**src/rtl/quat_pkg.sv**
```systemverilog
// Shared constants and reader FSM encoding for the quaternion FIFO reader.
package quat_pkg;

  localparam int DATA_W = 16;  // one quaternion component lane
  localparam int LANES  = 8;   // A = lanes 0-3 (w,x,y,z), B = lanes 4-7
  localparam int CNT_W  = 16;  // width of the transfer counter

  typedef enum logic [1:0] {
    RD_IDLE    = 2'd0,
    RD_REQ     = 2'd1,
    RD_CAPTURE = 2'd2
  } rd_state_e;

  // Buffer occupancy as it will be once a same-cycle pop has retired.
  function automatic logic [1:0] occ_after_pop(input logic [1:0] occ, input logic pop);
    return occ - {1'b0, pop};
  endfunction

endpackage

```
**src/rtl/quat_skid_buf.sv**
```systemverilog
// Two-entry in-order queue holding captured quaternion pairs.
// Head is entry head_q; a second entry waits in tail_q.
module quat_skid_buf #(
  parameter int DATA_W = 16,
  parameter int LANES  = 8
) (
  input  logic                          clk,
  input  logic                          reset,
  input  logic                          push_i,
  input  logic [LANES-1:0][DATA_W-1:0]  push_data_i,
  input  logic                          pop_i,
  output logic                          valid_o,
  output logic [LANES-1:0][DATA_W-1:0]  head_o,
  output logic [1:0]                    occ_o
);

  logic [1:0]                   occ_q, occ_d;
  logic [LANES-1:0][DATA_W-1:0] head_q, head_d;
  logic [LANES-1:0][DATA_W-1:0] tail_q, tail_d;
  logic                         pop, push;

  // Pops only count while something is held; pushes are dropped if full
  // without a same-cycle pop (the reader never lets that happen).
  assign pop  = pop_i & (occ_q != 2'd0);
  assign push = push_i & ((occ_q != 2'd2) | pop);

  // Next-state of the queue: shift on pop, fill the first free slot on push.
  always_comb begin
    occ_d  = occ_q;
    head_d = head_q;
    tail_d = tail_q;
    case ({push, pop})
      2'b10: begin
        if (occ_q == 2'd0) head_d = push_data_i;
        else               tail_d = push_data_i;
        occ_d = occ_q + 2'd1;
      end
      2'b01: begin
        head_d = tail_q;
        occ_d  = occ_q - 2'd1;
      end
      2'b11: begin
        // Occupancy unchanged; new entry lands behind whatever remains.
        if (occ_q == 2'd1) begin
          head_d = push_data_i;
        end else begin
          head_d = tail_q;
          tail_d = push_data_i;
        end
      end
      default: ;
    endcase
  end

  // Queue state register with synchronous clear.
  always_ff @(posedge clk) begin
    if (reset) begin
      occ_q  <= 2'd0;
      head_q <= '0;
      tail_q <= '0;
    end else begin
      occ_q  <= occ_d;
      head_q <= head_d;
      tail_q <= tail_d;
    end
  end

  assign valid_o = (occ_q != 2'd0);
  assign head_o  = head_q;
  assign occ_o   = occ_q;

endmodule

```
**src/rtl/quat_fifo_reader.sv**
```systemverilog
// Pulls quaternion pairs from an upstream registered FIFO into a 2-entry
// buffer and presents them on a valid/ready port. One read is in flight at a
// time and reads are spaced by at least 3 cycles so the lagging empty flag
// can never cause an underflow. The lane ports fix the entry at 8 lanes.
module quat_fifo_reader import quat_pkg::*; #(
  parameter int DATA_W = quat_pkg::DATA_W,
  parameter int LANES  = quat_pkg::LANES
) (
  input  logic              clk,
  input  logic              reset,
  input  logic              enable,
  input  logic              fifo_empty,
  input  logic [DATA_W-1:0] fifo_q0,
  input  logic [DATA_W-1:0] fifo_q1,
  input  logic [DATA_W-1:0] fifo_q2,
  input  logic [DATA_W-1:0] fifo_q3,
  input  logic [DATA_W-1:0] fifo_q4,
  input  logic [DATA_W-1:0] fifo_q5,
  input  logic [DATA_W-1:0] fifo_q6,
  input  logic [DATA_W-1:0] fifo_q7,
  output logic              fifo_read_en,
  output logic              m_valid,
  input  logic              m_ready,
  output logic [DATA_W-1:0] m_q0,
  output logic [DATA_W-1:0] m_q1,
  output logic [DATA_W-1:0] m_q2,
  output logic [DATA_W-1:0] m_q3,
  output logic [DATA_W-1:0] m_q4,
  output logic [DATA_W-1:0] m_q5,
  output logic [DATA_W-1:0] m_q6,
  output logic [DATA_W-1:0] m_q7,
  output logic [CNT_W-1:0]  pair_count,
  output logic              busy
);

  rd_state_e                    state_q, state_d;
  logic [LANES-1:0][DATA_W-1:0] fifo_vec, head_vec;
  logic [1:0]                   occ;
  logic                         buf_valid, pop, push, read_en;
  logic [CNT_W-1:0]             pair_cnt_q, pair_cnt_d;

  assign fifo_vec = {fifo_q7, fifo_q6, fifo_q5, fifo_q4,
                     fifo_q3, fifo_q2, fifo_q1, fifo_q0};

  assign pop = buf_valid & m_ready;

  quat_skid_buf #(
    .DATA_W (DATA_W),
    .LANES  (LANES)
  ) u_buf (
    .clk         (clk),
    .reset       (reset),
    .push_i      (push),
    .push_data_i (fifo_vec),
    .pop_i       (m_ready),
    .valid_o     (buf_valid),
    .head_o      (head_vec),
    .occ_o       (occ)
  );

  // Read sequencer: IDLE decides, REQ strobes, CAPTURE takes the data.
  // Space is reserved at IDLE time, so a capture always finds a free slot.
  always_comb begin
    state_d = state_q;
    read_en = 1'b0;
    push    = 1'b0;
    unique case (state_q)
      RD_IDLE: begin
        if (enable && !fifo_empty && (occ_after_pop(occ, pop) < 2'd2))
          state_d = RD_REQ;
      end
      RD_REQ: begin
        read_en = 1'b1;
        state_d = RD_CAPTURE;
      end
      RD_CAPTURE: begin
        push    = 1'b1;
        state_d = RD_IDLE;
      end
      default: state_d = RD_IDLE;
    endcase
  end

  // Sequencer state register.
  always_ff @(posedge clk) begin
    if (reset) state_q <= RD_IDLE;
    else       state_q <= state_d;
  end

  // Completed-transfer counter, free-running modulo 2^CNT_W.
  always_comb begin
    pair_cnt_d = pair_cnt_q + {{(CNT_W-1){1'b0}}, pop};
  end

  // Transfer counter register.
  always_ff @(posedge clk) begin
    if (reset) pair_cnt_q <= '0;
    else       pair_cnt_q <= pair_cnt_d;
  end

  assign fifo_read_en = read_en;
  assign m_valid      = buf_valid;
  assign pair_count   = pair_cnt_q;
  assign busy         = (state_q != RD_IDLE) | (occ != 2'd0);

  assign m_q0 = head_vec[0];
  assign m_q1 = head_vec[1];
  assign m_q2 = head_vec[2];
  assign m_q3 = head_vec[3];
  assign m_q4 = head_vec[4];
  assign m_q5 = head_vec[5];
  assign m_q6 = head_vec[6];
  assign m_q7 = head_vec[7];

endmodule

```
**config.mk**
```make
export PLATFORM = sky130hd
export DESIGN_NAME = quat_fifo_reader
export DESIGN_NICKNAME = d
export VERILOG_FILES = /design/src/rtl/quat_pkg.sv /design/src/rtl/quat_skid_buf.sv /design/src/rtl/quat_fifo_reader.sv
export SDC_FILE = /design/constraint.sdc
export NUM_CORES = 1
export LEC_CHECK = 0
export CORE_MARGIN = 10
export CORE_UTILIZATION = 45
export DETAILED_ROUTE_END_ITERATION = 12
export GPL_TIMING_DRIVEN = 0
export PLACE_DENSITY = 0.74
export SYNTH_ARGS = -nofsm -noshare
export SYNTH_HDL_FRONTEND = slang
export SYNTH_SLANG_ARGS = --single-unit
export TNS_END_PERCENT = 20
```
**constraint.sdc**
```tcl
create_clock -name clk -period 5.1 [get_ports clk]
set_input_delay 1.275 -clock clk [delete_from_list [all_inputs] [get_ports clk]]
set_output_delay 1.275 -clock clk [all_outputs]
set_load 0.02 [all_outputs]
```
==> flow_metrics.env <==
export IMPL_number_of_synthesized_flops_with_an_enable_pin=0
export IMPL_synth_top_cells_by_count="sky130_fd_sc_hd__nand2_1 (521), sky130_fd_sc_hd__dfxtp_1 (276), sky130_fd_sc_hd__nor2_1 (143)"
export IMPL_nets=1836
export IMPL_timing_critical_path_slowest_cell_delay_ps=660
export IMPL_drv_max_cap_violation_count=0
export IMPL_tritoncts_num_buffers=29
export IMPL_worst_slew_margin_rel=0.428
export IMPL_worst_setup_path_end_kind="output pin"
export IMPL_core_area_um2=24200
export IMPL_leak_nw=5.26
export IMPL_mappedNetlistNets=1527
export IMPL_post_drt_wl_per_cell_um=17.3
export IMPL_cells_after_synth=1389
export IMPL_critical_path_top_cell_by_count="sky130_fd_sc_hd__inv_1"
export IMPL_grt_start_max_net_pins=15
export IMPL_power_density_nw_per_um2=552
export IMPL_yosysMostFrequentCell="sky130_fd_sc_hd__nand2_1"
export IMPL_crit_type="register to output pin"
export IMPL_cts_path_max_buffers=3
export IMPL_dp_hpwl_mm=25.7
export IMPL_worstSetupStartpoint="u_buf.occ_o[1]"
export IMPL_number_of_buffers_inserted_for_hold_repair_after_clock_tree_synthesis=0
export IMPL_multiInputGateArea_um2=4850
export IMPL_synthArstFlopShare=0
export IMPL_hold_crit_start="u_buf.tail_q[73]"
export IMPL_timing_final_crit_share=0.652
export IMPL_synth_seq_cells=276
export IMPL_synth_top_cell_by_area="sky130_fd_sc_hd__dfxtp_1"
export IMPL_fp_dieArea_um2=31000
export IMPL_biggest_area_contributors_in_the_synthesized_netlist="sky130_fd_sc_hd__dfxtp_1 (50%), sky130_fd_sc_hd__nand2_1 (18%), sky130_fd_sc_hd__a311oi_1 (9.4%)"
export IMPL_cp_cell_sequence="inv_1 > ha_1 > inv_1 > clkdlybuf4s50_1"
export IMPL_totalPowerFinal_mw=8.33
export IMPL_fin_cells=2045
export IMPL_time_the_worst_path_needs_with_i_o_delays_and_setup_ps=3320
export IMPL_ctsRootBufferMaster="sky130_fd_sc_hd__clkbuf_16"
export IMPL_drv_slew=0
export IMPL_std_cell_rows=57
export IMPL_grt_pass1_vias=10300
export IMPL_post_route_util=0.624
export IMPL_dp_cells=1991
export IMPL_finalHoldViolations=0
export IMPL_worstHoldPathCells=2
export IMPL_final_layout_size_suffix_gt1_frac=0.0769
export IMPL_global_route_overflow_total=0
export IMPL_globalplace_congestion=0.822
export IMPL_max_vdd_ir_drop_uv=308
export IMPL_rsz0062_at_grt="no"
export IMPL_r2r_slack_ps=2490
export IMPL_worst_endpoint_arrival_ps=2050
export IMPL_chipWidth_um=176
export IMPL_cts_max_level=1
export IMPL_synthDistinctLibCells=38
export IMPL_grt_first_pass_wirelength_mm=54.9
export IMPL_worstPathRequired_ps=3830
export IMPL_area_sequential_um2=5530
export IMPL_grt_antenna_before_repair=4
export IMPL_result_of_the_run="complete, no violations"
export IMPL_yosys_warnings=0
export IMPL_detail_route_iter0_violations=806
export IMPL_filler_cell_count=2113
export IMPL_via_count_normalized_by_instance_count=5.27
export IMPL_average_instance_area_after_synthesis_um2=7.89
export IMPL_synth_seq_area_share=0.504
export IMPL_post_cts_setup_buffer_count=0
export IMPL_worst_r2r_cell_count=11
export IMPL_timing_hold_worst_class="register to register"
export IMPL_synth_flop_cell="sky130_fd_sc_hd__dfxtp_1"
export IMPL_detailedRoute_firstPassIterationCount=5
export IMPL_area_delta_synth_final_pct=37.5
export IMPL_worstReg2RegStart="u_buf.occ_o[1]"
export IMPL_critical_path_reg2reg_endpoint="pair_count[10]"
export IMPL_tritoncts="built"
export IMPL_yosys_area_top_type_share=0.504
export IMPL_clock_latency_ps=550
export IMPL_post_cts_resized=0
export IMPL_worst_pin_slew_ps=857
export IMPL_tritoncts_num_sinks=276
export IMPL_mappedNetlistArea_um2=11000
export IMPL_start_util=0.454
export IMPL_final_setup_skew_ps=22.8
export IMPL_setup_viol=0
export IMPL_die_height_um=176
export IMPL_crit_fanout=6
export IMPL_cts_reportedPaths_clkPinSlew_ps=60
export IMPL_timing_fmax_mhz=301
export IMPL_timing_critical_path_slowest_stage_cell="sky130_fd_sc_hd__clkdlybuf4s50_1"
export IMPL_route_detailed_drc=0
export IMPL_worst_setup_path_start_kind="register"
export IMPL_antenna_violating_nets_post_route=0
export IMPL_dr_total_vias=10800
export IMPL_wirelength_mm=35.4
export IMPL_ios=280
export IMPL_worstHoldEndpoint="u_buf.tail_q[73]"
export IMPL_globalRouteTotalUtil=0.215
export IMPL_setup_tns_final_ps=0
export IMPL_io_buffers=278
## sequential cells by signal, indices dropped and copies added, names as in the netlist
register,count
u_buf.head_o,128
u_buf.tail_q,128
pair_count,16
state_q,2
u_buf.occ_o,2
## cells in the final DEF (no fill, tap or decap), types with 7 or more instances in the layout
cell / count
sky130_fd_sc_hd__clkdlybuf4s50_1: 278
sky130_fd_sc_hd__nand2_1: 521
sky130_fd_sc_hd__a311oi_2: 10
sky130_fd_sc_hd__o21ai_0: 9
sky130_fd_sc_hd__a21oi_1: 133
sky130_fd_sc_hd__dfxtp_1: 276
sky130_fd_sc_hd__nor2_1: 143
sky130_fd_sc_hd__clkbuf_1: 47
sky130_fd_sc_hd__buf_2: 65
sky130_fd_sc_hd__xnor2_1: 7
sky130_fd_sc_hd__buf_4: 7
sky130_fd_sc_hd__clkbuf_16: 29
sky130_fd_sc_hd__a311oi_1: 118
## area by class of cell
cell class / count / share of cell area
antenna: 5 / 0.000830
buffer: 114 / 0.0375
clock buffer: 43 / 0.0549
clock inverter: 6 / 0.00556
inverter: 7 / 0.00191
multi-input combinational: 992 / 0.321
sequential: 276 / 0.366
tap: 324 / 0.0269
timing repair buffer: 278 / 0.185
## per-stage QoR
step | cell area, um^2 | hold WS [ps] | setup slack, ps
final | 15100 | 454 | 1780
after global routing | 15100 | 467 | 1700
after global placement | 14200 | 441 | 1620
after CTS | 15100 | 455 | 1750
after detailed placement | 14200 | 447 | 1600
after floorplan | 11000 | 437 | 2390
## where the power goes
part / switching, mW / internal [mW] / total [mW]
clock network: 0.833 / 1.21 / 2.05
registers: 0.251 / 2.61 / 2.86
logic: 1.99 / 1.43 / 3.42
## worst max-delay path, delay by kind of cell, from the launching register on
family     cells  cell delay (ps)
fa+ha+maj      1              260
buf+inv        3              840
flops          1              400
## layer usage
| metal | track usage | routed length (um) |
|---|---|---|
| met4 | 0.0777 | 1040 |
| met3 | 0.0536 | 2720 |
| met2 | 0.363 | 16800 |
| met5 | 0 | 0 |
| met1 | 0.260 | 14800 |
## cells by family after synthesis
group                    count (synthesis)  share of synthesized area
multiplexers                             1                    0.00103
buffers and inverters                  121                     0.0542
AO/OA/AOI/OAI                          273                      0.175
AND/OR/NAND/NOR                        704                      0.253
adder cells (fa/ha/maj)                  5                    0.00571
XOR/XNOR                                 9                    0.00719
flip-flops                             276                      0.504
## worst max path at each step
stage	to	slack, ps	depth (start not counted)
2_1_floorplan	pair_count[10]	2390	9
3_3_place_gp	pair_count[10]	1620	10
3_5_place_dp	pair_count[10]	1600	10
4_1_cts	m_valid	1750	4
5_1_grt	m_valid	1700	4
6_report	m_valid	1780	4
(Power assumes the default switching activity.)
